### config.mk
export PLATFORM = sky130hd
export DESIGN_NAME = ervp_platform_ctrl_regfile_mc
export DESIGN_NICKNAME = d
export VERILOG_FILES = /design/src/rtl/ervp_platform_ctrl_regfile_mc.sv
export SDC_FILE = /design/constraint.sdc
export NUM_CORES = 1
export LEC_CHECK = 0
export CORE_AREA = 2 2 153 155
export CTS_BUF_LIST = sky130_fd_sc_hd__clkbuf_8
export DETAILED_ROUTE_END_ITERATION = 6
export DIE_AREA = 0 0 155 157
export MAX_ROUTING_LAYER = met4
export PLACE_DENSITY = 0.76
export SYNTH_ARGS = -nofsm -noshare
export SYNTH_HDL_FRONTEND = slang
export SYNTH_SLANG_ARGS = --single-unit
### constraint.sdc
create_clock -name clk -period 2.3 [get_ports clk]
set_input_delay 0.345 -clock clk [delete_from_list [all_inputs] [get_ports clk]]
set_output_delay 0.345 -clock clk [all_outputs]
set_load 0.005 [all_outputs]
### src/rtl/ervp_platform_ctrl_regfile_mc.sv
// APB register file for the platform controller serving NUM_CORE cores:
// boot info, app address, per-core hold and a PC/INST snapshot engine with timeout.
module ervp_platform_ctrl_regfile_mc #(
  parameter int                  NUM_CORE     = 4,
  parameter int                  BW_ADDR      = 12,
  parameter logic [31:0]         APP_ADDR_RST = 32'h8000_0000,
  parameter logic [NUM_CORE-1:0] HOLD_RST     = ~NUM_CORE'(1),
  parameter int                  SNAP_TIMEOUT = 255,
  localparam int                 SW           = (NUM_CORE > 1) ? $clog2(NUM_CORE) : 1
) (
  input  logic                  clk,
  input  logic                  rstnn,
  input  logic                  psel,
  input  logic                  penable,
  input  logic [BW_ADDR-1:0]    paddr,
  input  logic                  pwrite,
  input  logic [31:0]           pwdata,
  output logic [31:0]           prdata,
  output logic                  pready,
  output logic                  pslverr,
  input  logic [3:0]            boot_mode,
  input  logic                  initialized,
  input  logic [NUM_CORE-1:0]   proc_status,
  output logic [31:0]           app_addr,
  output logic [NUM_CORE-1:0]   core_hold,
  output logic [NUM_CORE-1:0]   snap_req,
  input  logic [NUM_CORE-1:0]   snap_ack,
  input  logic [32*NUM_CORE-1:0] core_pc_list,
  input  logic [32*NUM_CORE-1:0] core_inst_list
);

  typedef enum logic {S_IDLE, S_REQ} state_t;

  state_t      state, state_nxt;
  logic        access, wr, rd;
  logic [3:0]  offset;
  logic        addr_ok, mapped, err;
  logic        busy, start, ack_hit, cnt_end;
  logic [SW-1:0] core_sel, sel_q;
  logic [31:0] boot_status, snap_pc, snap_inst;
  logic        done, timeout;
  logic [7:0]  cnt;

  assign access  = psel & penable;
  assign wr      = access & pwrite;
  assign rd      = access & ~pwrite;
  assign offset  = paddr[5:2];
  assign addr_ok = (paddr[BW_ADDR-1:6] == '0) && (paddr[1:0] == 2'b00);
  assign mapped  = (offset <= 4'd9);
  assign busy    = (state == S_REQ);

  // CORE_SEL and a capture start are both refused while a capture is in flight.
  assign err = ~addr_ok | ~mapped
             | (pwrite && offset == 4'd4 && (busy || pwdata >= 32'(NUM_CORE)))
             | (pwrite && offset == 4'd5 && pwdata[0] && busy);

  assign pready  = 1'b1;
  assign pslverr = access & err;
  assign start   = wr && !err && offset == 4'd5 && pwdata[0];
  assign ack_hit = snap_ack[sel_q];
  assign cnt_end = (cnt == 8'(SNAP_TIMEOUT - 1));

  always_ff @(posedge clk or negedge rstnn) begin
    if (!rstnn) state <= S_IDLE;
    else        state <= state_nxt;
  end

  always_comb begin
    state_nxt = state;
    case (state)
      S_IDLE: if (start) state_nxt = S_REQ;
      S_REQ:  if (ack_hit || cnt_end) state_nxt = S_IDLE;
      default: state_nxt = S_IDLE;
    endcase
  end

  always_comb begin
    snap_req = '0;
    if (busy) snap_req[sel_q] = 1'b1;
  end

  always_ff @(posedge clk or negedge rstnn) begin
    if (!rstnn) begin
      app_addr    <= APP_ADDR_RST;
      core_hold   <= HOLD_RST;
      core_sel    <= '0;
      boot_status <= '0;
      sel_q       <= '0;
      cnt         <= '0;
      done        <= 1'b0;
      timeout     <= 1'b0;
      snap_pc     <= '0;
      snap_inst   <= '0;
    end else begin
      if (wr && !err) begin
        case (offset)
          4'd2: app_addr    <= pwdata;
          4'd3: core_hold   <= pwdata[NUM_CORE-1:0];
          4'd4: core_sel    <= pwdata[SW-1:0];
          4'd9: boot_status <= pwdata;
          default: ;
        endcase
      end
      if (start) begin
        sel_q   <= core_sel;
        cnt     <= '0;
        done    <= 1'b0;
        timeout <= 1'b0;
      end
      // An ack on the final counted cycle still wins over the timeout.
      if (busy) begin
        if (ack_hit) begin
          snap_pc   <= core_pc_list[32*sel_q +: 32];
          snap_inst <= core_inst_list[32*sel_q +: 32];
          done      <= 1'b1;
        end else if (cnt_end) begin
          timeout <= 1'b1;
        end else begin
          cnt <= cnt + 8'd1;
        end
      end
    end
  end

  always_comb begin
    prdata = '0;
    if (rd && !err) begin
      case (offset)
        4'd0: prdata[3:0]          = boot_mode;
        4'd1: prdata[0]            = initialized;
        4'd2: prdata               = app_addr;
        4'd3: prdata[NUM_CORE-1:0] = core_hold;
        4'd4: prdata[SW-1:0]       = core_sel;
        4'd5: prdata[2:0]          = {busy, timeout, done};
        4'd6: prdata               = snap_pc;
        4'd7: prdata               = snap_inst;
        4'd8: prdata[NUM_CORE-1:0] = proc_status;
        4'd9: prdata               = boot_status;
        default: prdata = '0;
      endcase
    end
  end

endmodule

# Word-level counts from Yosys, hierarchy flattened
# Cells that the tools add are included.
[word_totals]
in_bits = 318
reg_bits = 147
wordCells = 86
output_inout_bits = 74
[op_classes]
bitwise = 11
order_cmp = 4
mux = 25
addsub = 1
shifts = 2
eq_ne = 10
n_reduce_logical = 22
[op_table]
columns = ["cell", "n"]
rows = [
  ["variable part select 128 x 8 -> 32 bit", 2],
  ["one-hot mux 28 bit (4 select lines)", 1],
  [">= comparator 32 x 3 -> 1 bit, second input constant", 1],
  ["two-way mux 32 bit", 1],
  ["two-way mux 8 bit", 4],
  ["== test 4 x 3 -> 1 bit, second input constant", 4],
  ["logical AND 1 bit", 11],
  ["two-way mux 1 bit", 11],
  ["one-hot mux 1 bit (10 select lines)", 1],
  ["AND reduction 2 bit", 5],
  ["one-hot mux 1 bit (9 select lines)", 1],
  ["adder 8 x 1 -> 8 bit, second input constant", 1],
  ["== test 4 x 2 -> 1 bit, second input constant", 2],
  ["== test 4 bit, second input constant", 2],
  ["== test 8 bit, second input constant", 1],
  ["one-hot mux 1 bit (8 select lines)", 1],
  ["one-hot mux 1 bit (7 select lines)", 1],
  ["zero test 6 bit", 1],
  ["AND 1 bit", 4],
  ["== test 4 x 1 -> 1 bit, second input constant", 1],
  ["<= comparator 4 bit, second input constant", 1],
  ["zero test 4 bit", 1],
  ["two-way mux 4 bit", 1],
  ["inverter 1 bit", 4],
  ["other kinds (9)", 12],
]

# Depth between registers and ports, before layout
# Gate-level depths: netlist (run 1).
[logic_depth]
ltp_word = 14
mapped_depth = 7
depth_no_buf = 6

# Worst setup path after synthesis (run 1)
# OpenSTA, ideal clock, no wires.
[synth_path]
path_type = "input to output"
from = "in paddr[6]"
to = "out prdata[11]"
cell_stages = 6
path_buffers = 2
arrival_time_ns = 1.828
required_time_ns = 1.955
slack_ns = 0.127
path_cell_list = "nor4_1 nand3_1 or4_1 buf_2 buf_6 nor2_1"
[synth_between]
elab_chain_cells = 9
[synth_lines]
columns = ["item", "line", "text"]
rows = [
  ["from (decl)", "15", "input logic [BW_ADDR-1:0] paddr,"],
  ["zero test 6 bit", "48", "assign addr_ok = (paddr[BW_ADDR-1:6] == '0) && (paddr[1:0] == 2'b00);"],
  ["logical AND 1 bit", "48", ""],
  ["inverter 1 bit", "53", "assign err = ~addr_ok | ~mapped"],
  ["OR 1 bit", "53", ""],
  ["OR 1 bit", "54", "| (pwrite && offset == 4'd4 && (busy || pwdata >= 32'(NUM_CORE)))"],
  ["OR 1 bit", "55", "| (pwrite && offset == 4'd5 && pwdata[0] && busy);"],
  ["zero test 1 bit", "127", "if (rd && !err) begin"],
  ["logical AND 1 bit", "127", ""],
  ["two-way mux 32 bit", "127", ""],
  ["to (decl)", "18", "output logic [31:0] prdata,"],
]
# No other way between the ends.

# Worst setup path after layout (run 1)
[layout_path]
from = "in paddr[4]"
to = "out prdata[31]"
[layout_between]
elab_chain_cells = 8
word_cells_on_any_way = 20
cone_classes = "order compare (1); eq/ne (6); mux (2); bitwise (4); reduce/logical (7)"
[layout_lines]
columns = ["item", "line", "text"]
rows = [
  ["<= comparator 4 bit (tied with other cells)", "49", "assign mapped = (offset <= 4'd9);"],
  ["inverter 1 bit (tied with other cells)", "53", ""],
  ["OR 1 bit (tied with other cells)", "53", ""],
  ["OR 1 bit / logical AND 1 bit (equally long branches)", "54, 55", ""],
  ["OR 1 bit", "55", ""],
  ["zero test 1 bit", "127", ""],
  ["logical AND 1 bit", "127", ""],
  ["two-way mux 32 bit (*)", "127", ""],
]
# Mark *: on every way between the ends. The rest lies on a longest branch, timed or not.

==> results of run 1 <==
==> logic make-up after synthesis <==
logic type | share of synthesized area
mux | 0.3577
flops | 0.4337
other cells | 0.0004415
compound gates | 0.09649
buf+inv | 0.03403
fa+ha+maj | 0.002946
simple gates | 0.07469
==> layout make-up <==
type | instances | area, µm² | area share
diodes | 2 | 5.005 | 0.0003487
repair buffers | 500 | 4992 | 0.3478
clock inverters | 13 | 151.4 | 0.01055
well taps | 285 | 356.6 | 0.02485
clock buffers | 18 | 247.7 | 0.01726
flip-flops and latches | 147 | 3691 | 0.2572
multi-input cells | 426 | 4878 | 0.3399
inverters | 8 | 30.03 | 0.002092
==> final timing paths <==
| kind | to | slack (ns) | cells after the start |
|---|---|---|---|
| worst min register to register | snap_pc[2]$_DFFE_PN0P_ | 0.51 | 1 |
| min in group asynchronous | snap_inst[20]$_DFFE_PN0P_ | 0.43 | 2 |
| worst min-delay path | app_addr[13]$_DFFE_PN0P_ | 0.37 | 2 |
| worst max-delay path | prdata[31] | -0.14 | 9 |
| worst max register to register | cnt[5]$_DFF_PN0_ | 0.23 | 4 |
| max in group asynchronous | core_hold[3]$_DFFE_PN1P_ | 1.19 | 3 |
==> layout by cell type (no fill, tap or decap), types with 4 or more instances in the layout <==
cell type / instances
a21oi_1: 4
a222oi_1: 28
a22o_1: 30
and3_1: 5
buf_12: 19
buf_2: 22
buf_4: 76
buf_6: 23
clkbuf_8: 18
clkdlybuf4s50_1: 331
clkinvlp_4: 6
dfrtp_1: 141
dfstp_2: 4
dlygate4sd2_1: 15
inv_1: 8
mux2_2: 138
mux4_2: 65
nand2_1: 12
nand3_1: 10
nand4_1: 6
nand4b_1: 4
nor2_1: 12
nor2_2: 7
nor2_4: 18
nor4_2: 5
o211ai_1: 5
o21ai_0: 8
or3_1: 4
==> power groups by stage <==
stage / logic [mW] / clock network, mW / registers [mW]
after floorplan: 0.306 / 0 / 2.80
after global placement: 1.07 / 0 / 2.83
after detailed placement: 1.09 / 0 / 2.83
after CTS: 1.15 / 2.13 / 2.78
after global routing: 1.24 / 2.21 / 2.80
final: 1.16 / 2.06 / 2.78
==> per-layer routing <==
metal  vias to the layer above  track usage  wire [µm]
met5                         -            -          0
met1                      3978       0.3072      12140
li1                       3489            -          -
met4                         0      0.06393        505
met2                       374       0.4633      17030
met3                        35      0.06057       2272
==> state kept, by name, indices dropped and copies added (netlist names) <==
signal / count
app_addr: 32
boot_status: 32
snap_inst: 32
snap_pc: 32
cnt: 8
core_hold: 4
core_sel: 2
sel_q: 2
busy: 1
done: 1
timeout: 1
==> timing repair <==
item                                    in CTS  in global routing
gates cloned                                 4                  1
hold buffers                                 1                  0
pin swaps                                   32                 11
endpoints found under the setup margin      35                 35
buffers inserted                            12                  5
hold endpoints to repair                    47                  0
gates resized for setup                    243                 48
==> worst reg2reg max path, stage by stage (launching register included) <==
cell and delay (ns):
dfrtp_4 0.48, mux4_2 0.59, a211o_1 0.34, or4_1 0.49
o211ai_1 0.10
==> impl_table.tex, run 1 <==
\begin{tabular}{lr}
\hline
Metric & Value \\
\hline
\multicolumn{2}{l}{\textbf{Pwr}} \\
Leakage power of the design & 5.971 nW \\
Power density over cell area & 418.2 mW/mm² \\
Final total power & 6.002 mW \\
Int Pwr & 4.489 mW \\
Sw Pwr & 1.513 mW \\
Net Sw Frac & 0.2521 \\
Share of total power in the clock network & 0.344 \\
Maximum ir drop on the vdd rail & 0.0003698 V \\
Relative contribution of sequential cells to total power & 0.464 \\
Proportion of power drawn by combinational gates & 0.193 \\
\multicolumn{2}{l}{\textbf{Status}} \\
Run status & complete, but fails checks \\
Violated checks & negative setup slack \\
\multicolumn{2}{l}{\textbf{Clocking}} \\
Clock Latency Late Sink & 0.45 ns \\
Root Buffer Master & clkbuf\_8 \\
Total clock sinks & 147 \\
Cts bufs inserted & 17 \\
Clock Pin Slew Worst Setup and Hold Paths & 0.08 ns \\
Bufs on Longest Clock Path & 2 \\
TritonCTS clock tree & yes \\
H-tree depth reported by CTS & 4 \\
\multicolumn{2}{l}{\textbf{Floorplanning}} \\
Die ar. & 0.02434 mm² \\
Starting density of the core & 0.3774 \\
Vertical die dimension & 157 µm \\
Core Region & 0.02250 mm² \\
Site row count & 55 \\
Overall die width & 155 µm \\
\# IOs & 392 \\
\multicolumn{2}{l}{\textbf{Detailed routing}} \\
Routed wire length per instance & 22.83 µm \\
Via density per instance & 5.630 \\
Final ANT Viol Nets & 0 \\
Iteration-0 DRC Markers & 528 \\
Routed wire length & 31940 µm \\
Initial DRT Pass Iterations & 7 \\
Total via count after detailed routing & 7876 \\
Detailed-route DRC error count & 0 \\
\multicolumn{2}{l}{\textbf{Placed design}} \\
Pre-CTS WS & -0.8860 ns \\
Post-place instance area & 0.01339 mm² \\
Count of buffers from port buffering & 390 \\
Global placer's final weighted congestion & 0.8729 \\
Detailed placer's ending HPWL & 23700 µm \\
Placed Cells incl. Taps & 1344 \\
\multicolumn{2}{l}{\textbf{Synth}} \\
Commonest cells post-synth & 143 x dfrtp\_1, 138 x mux2\_2, 65 x mux4\_2 \\
Count of distinct cell types in the synthesized netlist & 51 \\
Cell with the most instances after synthesis & dfrtp\_1 \\
Dominant register cell in the synthesized netlist & dfrtp\_1 \\
Seq cells post-synth & 147 \\
Netlist area before placement & 0.008493 mm² \\
Area share of the leading cell type in the synthesized netlist & 0.4213 \\
Nets in the synthesized netlist & 956 \\
Cell type with the largest total area after synthesis & dfrtp\_1 \\
Number of flops mapped to enable cells by yosys & 0 \\
Sequential cell area fraction in the yosys report & 0.4337 \\
Proportion of register bits with asynchronous set or reset after synthesis & 1.000 \\
Cells after synthesis & 636 \\
Mean instance size in the synthesized netlist & 13.35 µm² \\
Warnings from Yosys & 0 \\
Cell types with the largest area share after synthesis & dfrtp\_1 42\%, mux2\_2 18\%, mux4\_2 17\%, a222oi\_1 3.3\%, a22o\_1 3.1\% \\
\multicolumn{2}{l}{\textbf{Setup path}} \\
Crit-path max cell delay & 0.56 ns \\
Setup crit start & paddr[4] \\
Reg-to-Reg Start & sel\_q[0]\$\_DFFE\_PN0P\_ \\
Top cell family by delay on the critical path & simple AND/OR/NAND/NOR gates \\
Kind of start point of the critical path & input pin \\
Cell type of the slowest stage on the worst timing path & or4\_4 \\
Critical path fanouts, max & 7 \\
Arrival time at the worst endpoint & 2.10 ns \\
Crit Path Class & in -> out \\
Most used cell, CP & buf\_12 \\
Buf/Inv on CP & 5 \\
Critical Path RT & 1.96 ns \\
Ordered cell list for the critical path & buf\_8 -> buf\_6 -> nor4bb\_4 -> a21oi\_2 -> or4\_4 -> buf\_12 -> buf\_12 -> nor2\_2 -> buf\_2 \\
Worst Setup End Kind & primary output \\
\multicolumn{2}{l}{\textbf{Global routing}} \\
Number of antenna violations at the first check in global routing & 2 \\
Maximum number of pins on one net before global-route repair & 52 \\
Total gr overflow & 0 \\
Tot GR Track Use & 0.2634 \\
Number of global-route vias before repair & 8176 \\
First-pass GRT wire length & 46720 µm \\
\multicolumn{2}{l}{\textbf{STA}} \\
Actual transition at the worst max-transition pin & 0.6128 ns \\
Period minus WS final & 2.444 ns \\
Total count of max-transition violations in the final report & 0 \\
Max frequency & 409.1 MHz \\
Number of failing hold endpoints at the final stage & 0 \\
Worst setup skew after layout & 0.02083 ns \\
Finish-stage setup viols & 24 \\
Hold Worst Slack & 0.3669 ns \\
Share of the cycle needed by the critical path after routing & 1.063 \\
Slew Limit Headroom & 0.5905 \\
Worst path setup slack after routing & -0.1445 ns \\
Summed negative setup slack over all endpoints & -1.574 ns \\
RSZ-0062 raised after global routing & yes \\
\multicolumn{2}{l}{\textbf{Cells and area}} \\
Layout net count & 1420 \\
Area growth from synthesis to final layout & 68.99\% \\
Count of placed standard cells in the final layout, fillers left out & 1399 \\
Fin util & 0.6378 \\
Fill cell count & 1784 \\
Final design area excluding fillers & 0.01435 mm² \\
Share of final-layout standard cells stronger than drive strength 1 & 0.4002 \\
\multicolumn{2}{l}{\textbf{Job}} \\
MaxCap Viol Count & 0 \\
\multicolumn{2}{l}{\textbf{Min path}} \\
Min-delay src & pwdata[13] \\
Hold crit path type & in -> reg \\
\hline
\end{tabular}
(Power assumes the default switching activity.)
==> run 2, diff against run 1 <==
--- a/config.mk
+++ b/config.mk
@@ -7,10 +7,12 @@
 export LEC_CHECK = 0
 export CORE_AREA = 2 2 153 155
 export CTS_BUF_LIST = sky130_fd_sc_hd__clkbuf_8
+export CTS_CLUSTER_DIAMETER = 40
 export DETAILED_ROUTE_END_ITERATION = 6
 export DIE_AREA = 0 0 155 157
 export MAX_ROUTING_LAYER = met4
 export PLACE_DENSITY = 0.76
+export SETUP_SLACK_MARGIN = 0.2
 export SYNTH_ARGS = -nofsm -noshare
 export SYNTH_HDL_FRONTEND = slang
 export SYNTH_SLANG_ARGS = --single-unit
==> run 2 against run 1 <==
- the flow still finishes with violations (negative setup slack)
- cell area grew 2.0%
- largest cell class unchanged
- die area is the same
- flip-flop and latch count is the same
- non-clock buffer count grew 28
- first-iteration DRC count shrank 2.3%
- via count grew 1.6%
- worst setup slack lost 0.17 ns
- wire length grew 3.9%
- highest routed layer unchanged
- sequential power is essentially flat
- fmax shrank 6.7%
- count of clock-buffer cells in the layout is the same
- register-to-register slack is essentially flat
==> impl_table.tex, run 2 (synthesized netlist as in run 1, its figures left out) <==
\begin{tabular}{lr}
\hline
Metric & Value \\
\hline
\multicolumn{2}{l}{\textbf{Pwr}} \\
Net Sw Frac & 0.2695 \\
Proportion of power drawn by combinational gates & 0.188 \\
Share of total power in the clock network & 0.350 \\
Sw Pwr & 1.624 mW \\
Leakage power of the design & 6.335 nW \\
Relative contribution of sequential cells to total power & 0.463 \\
Int Pwr & 4.403 mW \\
Maximum ir drop on the vdd rail & 0.0002824 V \\
Power density over cell area & 411.6 mW/mm² \\
\multicolumn{2}{l}{\textbf{STA}} \\
Max frequency & 381.8 MHz \\
Total count of max-transition violations in the final report & 0 \\
Summed negative setup slack over all endpoints & -5.998 ns \\
Slew Limit Headroom & 0.5465 \\
Worst path setup slack after routing & -0.3193 ns \\
Finish-stage setup viols & 29 \\
Actual transition at the worst max-transition pin & 0.6803 ns \\
Share of the cycle needed by the critical path after routing & 1.139 \\
Period minus WS final & 2.619 ns \\
Worst setup skew after layout & 0.01636 ns \\
RSZ-0062 raised after global routing & yes \\
Number of failing hold endpoints at the final stage & 0 \\
\multicolumn{2}{l}{\textbf{Setup path}} \\
Top cell family by delay on the critical path & buffers and inverters \\
Kind of start point of the critical path & input pin \\
Crit-path max cell delay & 0.53 ns \\
End point of the critical path & prdata[31] \\
Most used cell, CP & buf\_4 \\
Setup crit start & paddr[4] \\
Critical Path RT & 1.96 ns \\
Crit Path Class & in -> out \\
Cell type of the slowest stage on the worst timing path & a222oi\_1 \\
Worst Setup End Kind & primary output \\
FF-to-FF path depth & 5 \\
Buf/Inv on CP & 8 \\
Critical path fanouts, max & 5 \\
Reg2Reg Setup Slack & 0.24 ns \\
Arrival time at the worst endpoint & 2.27 ns \\
Reg-to-Reg Start & sel\_q[0]\$\_DFFE\_PN0P\_ \\
Cell count along the critical path & 12 \\
Ordered cell list for the critical path & buf\_8 -> buf\_6 -> buf\_4 -> buf\_6 -> nor2b\_4 -> and3b\_2 -> buf\_12 -> buf\_4 -> buf\_4 -> a222oi\_1 -> nor2\_4 -> buf\_2 \\
Worst reg2reg path endpoint & cnt[5]\$\_DFF\_PN0\_ \\
\multicolumn{2}{l}{\textbf{Detailed routing}} \\
Total via count after detailed routing & 8001 \\
Routed wire length & 33190 µm \\
Final ANT Viol Nets & 0 \\
Iteration-0 DRC Markers & 516 \\
Routed wire length per instance & 23.16 µm \\
Via density per instance & 5.583 \\
Initial DRT Pass Iterations & 7 \\
Detailed-route DRC error count & 0 \\
\multicolumn{2}{l}{\textbf{Global routing}} \\
Maximum number of pins on one net before global-route repair & 55 \\
First-pass GRT wire length & 49290 µm \\
Total gr overflow & 0 \\
Tot GR Track Use & 0.2806 \\
Number of antenna violations at the first check in global routing & 5 \\
Number of global-route vias before repair & 8678 \\
\multicolumn{2}{l}{\textbf{Floorplanning}} \\
Starting density of the core & 0.3774 \\
Site row count & 55 \\
Vertical die dimension & 157 µm \\
\# IOs & 392 \\
Overall die width & 155 µm \\
Die ar. & 0.02434 mm² \\
Core Region & 0.02250 mm² \\
\multicolumn{2}{l}{\textbf{Clocking}} \\
Clock Latency Late Sink & 0.47 ns \\
TritonCTS clock tree & yes \\
H-tree depth reported by CTS & 4 \\
Clock Pin Slew Worst Setup and Hold Paths & 0.10 ns \\
Total clock sinks & 147 \\
Cts bufs inserted & 17 \\
Bufs on Longest Clock Path & 2 \\
Root Buffer Master & clkbuf\_8 \\
\multicolumn{2}{l}{\textbf{Placed design}} \\
Detailed placer's ending HPWL & 24010 µm \\
Global placer's final weighted congestion & 0.8659 \\
Count of buffers from port buffering & 390 \\
Pre-CTS WS & -0.8811 ns \\
\multicolumn{2}{l}{\textbf{Job}} \\
MaxCap Viol Count & 0 \\
\multicolumn{2}{l}{\textbf{Min path}} \\
Number of stages on the worst hold path & 2 \\
Hold crit path type & in -> reg \\
\multicolumn{2}{l}{\textbf{Status}} \\
Violated checks & negative setup slack \\
Run status & complete, but fails checks \\
\multicolumn{2}{l}{\textbf{Cells and area}} \\
Area growth from synthesis to final layout & 72.42\% \\
Commonest non-fill, non-tap cells in the layout & 314 x clkdlybuf4s50\_1, 141 x dfrtp\_1, 138 x mux2\_2 \\
Fill cell count & 1710 \\
Footprint of the flip-flops and latches & 0.003691 mm² \\
Layout net count & 1448 \\
Area of combinational cells with multiple inputs & 0.004912 mm² \\
Commonest non-fill, non-tap cell in the layout & clkdlybuf4s50\_1 \\
Share of final-layout standard cells stronger than drive strength 1 & 0.4198 \\
\hline
\end{tabular}
[run 2: cell types whose count changed in the layout (fill, tap and decap cells not counted), moves of 4 or more]
cell	previous run	this run
dlymetal6s2s_1	0	19
buf_6	23	28
buf_8	1	7
clkinvlp_4	6	1
buf_12	19	13
clkdlybuf4s50_1	331	314
diode_2	2	7
buf_4	76	90
inv_8	1	5
dlygate4sd2_1	15	8
buf_2	22	35
[run 2: power by group through the flow]
stage | logic, mW | registers [mW] | clock network [mW]
after floorplan | 0.307 | 2.80 | 0
after global placement | 1.07 | 2.83 | 0
after detailed placement | 1.09 | 2.84 | 0
after CTS | 1.12 | 2.79 | 2.15
after global routing | 1.21 | 2.80 | 2.27
final | 1.13 | 2.79 | 2.11
[run 2: worst register-to-register path, stage by stage (launching register included)]
cell      delay (ns)
dfrtp_4         0.48
buf_6           0.12
mux4_2          0.53
a211o_4         0.34
or4_1           0.40
o211ai_1        0.10
[run 2: routing by layer]
| metal | GRT usage | vias up | wire, µm |
|---|---|---|---|
| met1 | 0.3184 | 4003 | 12280 |
| li1 | - | 3545 | - |
| met5 | - | - | 0 |
| met4 | 0.09347 | 0 | 762 |
| met3 | 0.07104 | 54 | 2650 |
| met2 | 0.4870 | 399 | 17490 |
[run 2: layout make-up]
cell class,count,area share
clock inverters,14,0.01111
inverters,8,0.002051
diodes,7,0.001196
repair buffers,528,0.3569
clock buffers,18,0.01692
multi-input cells,426,0.3354
well taps,285,0.02435
flip-flops and latches,147,0.2521
[run 2: worst min path at each step]
stage          startpoint                           to
6_report        pwdata[4]      app_addr[4]$_DFFE_PN0P_
5_1_grt        pwdata[30]     app_addr[30]$_DFFE_PN0P_
4_1_cts        pwdata[12]  boot_status[12]$_DFFE_PN0P_
3_5_place_dp        rstnn    snap_inst[26]$_DFFE_PN0P_
3_3_place_gp        rstnn    snap_inst[26]$_DFFE_PN0P_
2_1_floorplan       rstnn      app_addr[0]$_DFFE_PN0P_
[run 2: metrics by stage]
| step | power, mW | util | cells | area (µm²) | hold WS, ns |
|---|---|---|---|---|---|
| after floorplan | 3.108 | - | 636 | 8506 | 0.04941 |
| after global placement | 3.902 | 0.5944 | 1344 | 13380 | 0.3476 |
| after detailed placement | 3.931 | 0.5944 | 1344 | 13380 | 0.3468 |
| after CTS | 6.056 | 0.6360 | 1412 | 14310 | 0.2836 |
| after global routing | 6.280 | 0.6505 | 1431 | 14640 | 0.2046 |
| final | 6.028 | 0.6508 | 1433 | 14640 | 0.2082 |
[run 2: repair_timing]
action / in CTS / in global routing
setup buffers: 29 / 14
setup endpoints to repair: 72 / 64
endpoints found under the hold margin: 50 / 0
hold buffers: 1 / 0
gates cloned: 6 / 0
resized for setup: 271 / 63
pin swaps: 50 / 25
==> run 3, diff against run 2 <==
--- a/config.mk
+++ b/config.mk
@@ -5,13 +5,14 @@
 export SDC_FILE = /design/constraint.sdc
 export NUM_CORES = 1
 export LEC_CHECK = 0
-export CORE_AREA = 2 2 153 155
+export CAP_MARGIN = 20
+export CORE_AREA = 5 5 151 153
 export CTS_BUF_LIST = sky130_fd_sc_hd__clkbuf_8
 export CTS_CLUSTER_DIAMETER = 40
 export DETAILED_ROUTE_END_ITERATION = 6
-export DIE_AREA = 0 0 155 157
+export DIE_AREA = 0 0 156 158
 export MAX_ROUTING_LAYER = met4
-export PLACE_DENSITY = 0.76
+export PLACE_DENSITY = 0.8
 export SETUP_SLACK_MARGIN = 0.2
 export SYNTH_ARGS = -nofsm -noshare
 export SYNTH_HDL_FRONTEND = slang
==> run 3 against run 2 <==
- sequential power is essentially flat
- critical path type unchanged
- sequential share of layout area fell by 0.45 points
- register-to-register slack worse by 0.08 ns
- flip-flop and latch count unchanged
- final cell count is 0.42% higher
- clock skew shrank 0.0049 ns
- the flow finishes with violations (design-rule violations, negative setup slack)
- combinational power is 5% higher
- largest power group unchanged
- wire length up 9.2%
- clock power up 2%
- via count is 2.7% higher
- worst setup slack gained 0.16 ns
- cell area is 1.8% higher
- highest routed layer unchanged
==> impl_table.tex, run 3 (synthesized netlist as in run 1, its figures left out) <==
\begin{tabular}{lr}
\hline
Metric & Value \\
\hline
\multicolumn{2}{l}{\textbf{Status}} \\
Run status & complete, but fails checks \\
Violated checks & design-rule violations, negative setup slack \\
\multicolumn{2}{l}{\textbf{Floorplanning}} \\
\# IOs & 392 \\
Starting density of the core & 0.3965 \\
Vertical die dimension & 158 µm \\
Overall die width & 156 µm \\
Site row count & 54 \\
Core Region & 0.02142 mm² \\
Die ar. & 0.02465 mm² \\
\multicolumn{2}{l}{\textbf{Clocking}} \\
TritonCTS clock tree & yes \\
Bufs on Longest Clock Path & 2 \\
Clock Latency Late Sink & 0.47 ns \\
Clock Pin Slew Worst Setup and Hold Paths & 0.09 ns \\
Root Buffer Master & clkbuf\_8 \\
Cts bufs inserted & 17 \\
H-tree depth reported by CTS & 4 \\
Total clock sinks & 147 \\
\multicolumn{2}{l}{\textbf{Setup path}} \\
Crit-path max cell delay & 0.57 ns \\
End point of the critical path & prdata[18] \\
Arrival time at the worst endpoint & 2.12 ns \\
Ordered cell list for the critical path & buf\_2 -> nor4\_4 -> nand3\_2 -> or4\_4 -> buf\_12 -> buf\_12 -> buf\_8 -> nor2\_2 -> buf\_2 \\
Worst reg2reg path endpoint & core\_sel[0]\$\_DFFE\_PN0P\_ \\
FF-to-FF path depth & 5 \\
Setup crit start & paddr[9] \\
Critical Path RT & 1.96 ns \\
Reg-to-Reg Start & busy\$\_DFF\_PN0\_ \\
Reg2Reg Setup Slack & 0.16 ns \\
Critical path fanouts, max & 5 \\
Kind of start point of the critical path & input pin \\
Cell type of the slowest stage on the worst timing path & or4\_4 \\
Worst Setup End Kind & primary output \\
Crit Path Class & in -> out \\
\multicolumn{2}{l}{\textbf{Pwr}} \\
Int Pwr & 4.526 mW \\
Sw Pwr & 1.597 mW \\
Proportion of power drawn by combinational gates & 0.194 \\
Maximum ir drop on the vdd rail & 0.0003565 V \\
Net Sw Frac & 0.2608 \\
Power density over cell area & 410.8 mW/mm² \\
Leakage power of the design & 6.409 nW \\
Relative contribution of sequential cells to total power & 0.455 \\
Share of total power in the clock network & 0.351 \\
\multicolumn{2}{l}{\textbf{Global routing}} \\
Number of antenna violations at the first check in global routing & 6 \\
Maximum number of pins on one net before global-route repair & 46 \\
Total gr overflow & 0 \\
Number of global-route vias before repair & 8816 \\
First-pass GRT wire length & 51000 µm \\
Tot GR Track Use & 0.2870 \\
\multicolumn{2}{l}{\textbf{Cells and area}} \\
Fin util & 0.6961 \\
Commonest non-fill, non-tap cell in the layout & clkdlybuf4s50\_1 \\
Commonest non-fill, non-tap cells in the layout & 316 x clkdlybuf4s50\_1, 141 x dfrtp\_1, 138 x mux2\_2 \\
Share of final-layout standard cells stronger than drive strength 1 & 0.4323 \\
Area growth from synthesis to final layout & 75.53\% \\
Layout net count & 1459 \\
\multicolumn{2}{l}{\textbf{Detailed routing}} \\
Via density per instance & 5.710 \\
Total via count after detailed routing & 8216 \\
Initial DRT Pass Iterations & 7 \\
Iteration-0 DRC Markers & 590 \\
Routed wire length per instance & 25.19 µm \\
Routed wire length & 36250 µm \\
Final ANT Viol Nets & 0 \\
Detailed-route DRC error count & 6 \\
\multicolumn{2}{l}{\textbf{Placed design}} \\
Pre-CTS WS & -0.8459 ns \\
Global placer's final weighted congestion & 0.8896 \\
Count of buffers from port buffering & 390 \\
Detailed placer's ending HPWL & 24490 µm \\
\multicolumn{2}{l}{\textbf{Job}} \\
MaxCap Viol Count & 0 \\
\multicolumn{2}{l}{\textbf{STA}} \\
Worst path setup slack after routing & -0.1619 ns \\
Max frequency & 406.2 MHz \\
Slew Limit Headroom & 0.4525 \\
Share of the cycle needed by the critical path after routing & 1.070 \\
Period minus WS final & 2.462 ns \\
Total count of max-transition violations in the final report & 0 \\
Number of failing hold endpoints at the final stage & 0 \\
Finish-stage setup viols & 28 \\
Actual transition at the worst max-transition pin & 0.8204 ns \\
Worst setup skew after layout & 0.01146 ns \\
RSZ-0062 raised after global routing & yes \\
\multicolumn{2}{l}{\textbf{Min path}} \\
Hold crit path type & in -> reg \\
\hline
\end{tabular}
## run 3: cell types whose count changed in the layout (fill, tap and decap cells not counted), moves of 4 or more
cell            previous run  this run
buf_6                     28        22
buf_12                    13        19
dlymetal6s2s_1            19        13
buf_16                     3         7
buf_4                     90        97
dlygate4sd2_1              8        12
## run 3: worst min path at each step
| stage | slack [ns] | cells after the start | end | startpoint |
|---|---|---|---|---|
| after global placement | 0.31 | 1 | snap_inst[26]$_DFFE_PN0P_ | rstnn |
| after global routing | 0.19 | 2 | app_addr[30]$_DFFE_PN0P_ | pwdata[30] |
| final | 0.21 | 2 | boot_status[30]$_DFFE_PN0P_ | pwdata[30] |
| after detailed placement | 0.31 | 1 | snap_inst[26]$_DFFE_PN0P_ | rstnn |
| after CTS | 0.30 | 2 | app_addr[25]$_DFFE_PN0P_ | pwdata[25] |
| after floorplan | 0.05 | 0 | app_addr[0]$_DFFE_PN0P_ | rstnn |
## run 3: worst max-delay path, delay by kind of cell
family	cells	cell delay (ns)
buffers and inverters	5	0.67
and+or+nand+nor	4	1.09
## run 3: per-stage QoR
stage	instances	TNS [ns]	total power [mW]	area [µm²]	hold slack, ns
floorplan	636	0	3.108	8506	0.04941
global placement	1346	-34.55	3.903	13410	0.3110
detailed placement	1346	-37.52	3.934	13410	0.3074
CTS	1416	-1.675	6.136	14520	0.2993
global route	1438	-4.445	6.370	14910	0.1925
finish	1439	-2.624	6.124	14910	0.2059
## run 3: what timing repair did
action	4_1_cts	5_1_grt
resized for setup	279	71
pin swaps	48	31
setup buffers	27	13
hold buffers	1	0
cloned	10	3
setup endpoints to repair	37	65
endpoints found under the hold margin	42	0
## run 3: final cells by class
class / instances / area [µm²]
well taps: 280 / 350.3
multi-input cells: 426 / 4910
fillers: 1498 / 6510
clock inverters: 14 / 168.9
repair buffers: 539 / 5493
clock buffers: 18 / 247.7
inverters: 8 / 30.03
flip-flops and latches: 147 / 3691
diodes: 7 / 17.52
## run 3: power groups by stage
stage                     registers, mW  logic (mW)  clock network, mW
after floorplan                    2.80       0.307                  0
after CTS                          2.78        1.17               2.18
after global placement             2.83        1.08                  0
final                              2.79        1.19               2.15
after global routing               2.80        1.26               2.31
after detailed placement           2.84        1.10                  0
## run 3: per-layer routing
layer | GRT usage | part of all wire | up-vias
met4 | 0.1271 | 0.041 | 0
met2 | 0.4886 | 0.51 | 433
met3 | 0.06479 | 0.075 | 97
met1 | 0.3250 | 0.37 | 4115
met5 | - | 0 | -
li1 | - | - | 3571
==> patch: new RTL, settings of run 1 <==
`NUM_CORE`: 4 -> 2.
--- a/src/rtl/ervp_platform_ctrl_regfile_mc.sv
+++ b/src/rtl/ervp_platform_ctrl_regfile_mc.sv
@@ -2,5 +2,5 @@
 // boot info, app address, per-core hold and a PC/INST snapshot engine with timeout.
 module ervp_platform_ctrl_regfile_mc #(
-  parameter int                  NUM_CORE     = 4,
+  parameter int                  NUM_CORE     = 2,
   parameter int                  BW_ADDR      = 12,
   parameter logic [31:0]         APP_ADDR_RST = 32'h8000_0000,
Interface: changed (6 resized); port bits go from 392 to 256. The function was not compared with the original's and may differ.
==> patch against run 1 <==
The run still ends with setup timing left. Wire length shrank 26%. Critical path depth down 1. Utilization fell by 14 points. Cell area fell by 22%. Power fell by 17%. Sequential share of layout area rose by 6.2 points. Synthesized cell count increased by 5.2%. Sequential cell count is 4 lower. Cell count shrank 8.5%. Worst setup slack better by 0.082 ns. Area after synthesis fell by 16%. Register-to-register slack improved by 0.19 ns.
==> patch: results (changes against run 1) <==
CP max-delay cell - or4_4
Global placement routability congestion - 0.822 (-5.8%)
FILL cells - 2039 (+14%)
Synth area leaders - dfrtp_1, mux2_2, mux2i_1, nand2_1, o21ai_0
Number of global-route vias before repair - 6737 (-18%)
Hold Crit Class - in -> reg
Post-Route WL - 23700 µm (-26%)
Failing checks - setup timing
Input/output buffers - 254 (-35%)
Max VDD drop - 0.288 mV (-22%)
First-pass GRT wire length - 36500 µm (-22%)
Top cells by count, synth - dfrtp_1, nand2_1, o21ai_0, mux2_2, mux2i_1
Initial antenna violation count - 0 (-2)
Net Switching - 0.00131 W (-14%)
FFs w/ async S/R, synth - 100% (unchanged)
Syn Nets - 857 (-10%)
Vias per inst - 5.08 (-9.7%)
Drt initial violations - 361 (-32%)
Largest net degree at the start of global routing - 74 (+42%)
1st-pass router iterations - 7 (unchanged)
# setup viols final - 19 (-21%)
Post-DP HPWL - 17200 µm (-27%)
Ant. Diodes - 0 (-2)
Num CTS Buffers - 17 (unchanged)
Aggregate global-route resource usage - 20.1% (-6.3 points)
Worst Tran Pin Value - 0.591 ns (-0.0216 ns)
Final #Nets - 1170 (-18%)
Post-CTS Setup Inserts - 9 (-3)
Register area share after synthesis - 50.0% (+6.6 points)
Clock-pin slew on the worst setup and hold paths - 0.08 ns (about the same)
Crit-path leading delay family - buffers and inverters
Worst-path maximum fanout - 8 (+1)
Crit path DAT - 2.02 ns (-0.08 ns)
Leakage - 4.75 nW (-20%)
Layout cells sized above 1 - 29.0% (-11 points)
Root Driver - clkbuf_8
Max Clock Skew - 0.0210 ns (+0.000210 ns)
Synth cell types - 51 (unchanged)
Status - finished, violations left
Clock H-tree levels - 4 (unchanged)
Yosys warning count - 0 (unchanged)
Grt total ovfl - 0 (unchanged)
Worst-skew pair later-pin latency - 0.45 ns (about the same)
Worst setup margin - -0.0624 ns (+0.0821 ns)
CTS resizes - 205 (-16%)
CP peak stage delay - 0.51 ns (-0.05 ns)
Cts hold-fix bufs - 1 (unchanged)
Clock Tree Buf Depth - 2 (unchanged)
## patch: cell count changes in the layout (fill, tap and decap cells not counted), sizes merged, moves of 7 or more
cell	run 1	this run
a21oi	6	39
a22o	30	1
buf	144	131
clkdlybuf4s50	331	195
dlygate4sd2	15	6
dlymetal6s2s	0	7
mux2	138	70
mux2i	2	66
mux4	65	1
nand2	13	106
nor2	37	10
o21ai	10	70
## patch: final cells by class
| class | count | area share [%] |
|---|---|---|
| flip-flops and latches | 143 | 32.0 |
| multi-input cells | 470 | 31.6 |
| repair buffers | 348 | 30.0 |
| well taps | 285 | 3.18 |
| clock buffers | 17 | 2.09 |
| clock inverters | 15 | 1.15 |
| inverters | 2 | 0.0669 |
## patch: stage by stage
step                      instances  TNS (ns)  util, %  worst slack (ns)  instance area (µm²)
after global routing           1280     -2.32     49.8            -0.148                11200
after floorplan                 669         0        -             0.202                 7170
final                          1280    -0.640     49.8           -0.0624                11200
after detailed placement       1237    -40.00     47.4            -0.929                10700
after global placement         1237    -39.76     47.4             -1.00                10700
after CTS                      1280     -1.54     49.6            -0.135                11200
## patch: path summary, 6_finish.rpt
check,to,slack (ns),cells past startpoint,from
min reg2reg,snap_pc[8]$_DFFE_PN0P_,0.49,2,snap_pc[8]$_DFFE_PN0P_
min in group asynchronous,cnt[7]$_DFF_PN0_,0.41,2,rstnn
max in group asynchronous,app_addr[31]$_DFFE_PN1P_,1.19,3,rstnn
max,prdata[5],-0.06,8,paddr[3]
max reg2reg,cnt[2]$_DFF_PN0_,0.42,5,sel_q$_DFFE_PN0P_
min,app_addr[3]$_DFFE_PN0P_,0.24,2,pwdata[3]
## patch: kinds of logic (layout without fill, tap and decap cells)
logic type | Yosys count | count (layout) | synth area share, %
muxes | 137 | 137 | 20.5
other | 1 | 1 | 0.0523
adders and majority gates | 2 | 2 | 0.349
AOI/OAI and AO/OA | 156 | 156 | 14.4
buffers and inverters | 56 | 382 | 3.47
and+or+nand+nor | 172 | 172 | 11.0
DFF | 143 | 143 | 50.0
xor gates and xnor gates | 2 | 2 | 0.244
## patch: power by group through the flow
stage | clock network, W | registers (W) | logic (W)
6_report | 0.00187 | 0.00252 | 0.000602
5_1_grt | 0.00204 | 0.00252 | 0.000650
4_1_cts | 0.00193 | 0.00252 | 0.000604
3_5_place_dp | 0 | 0.00257 | 0.000596
3_3_place_gp | 0 | 0.00257 | 0.000587
2_1_floorplan | 0 | 0.00257 | 0.0000894
## patch: layer usage
metal	GRT usage (%)	share of wire, %
met1	24.0	43
met2	34.1	51
met3	4.43	5.0
met4	6.04	1.6
met5	-	0
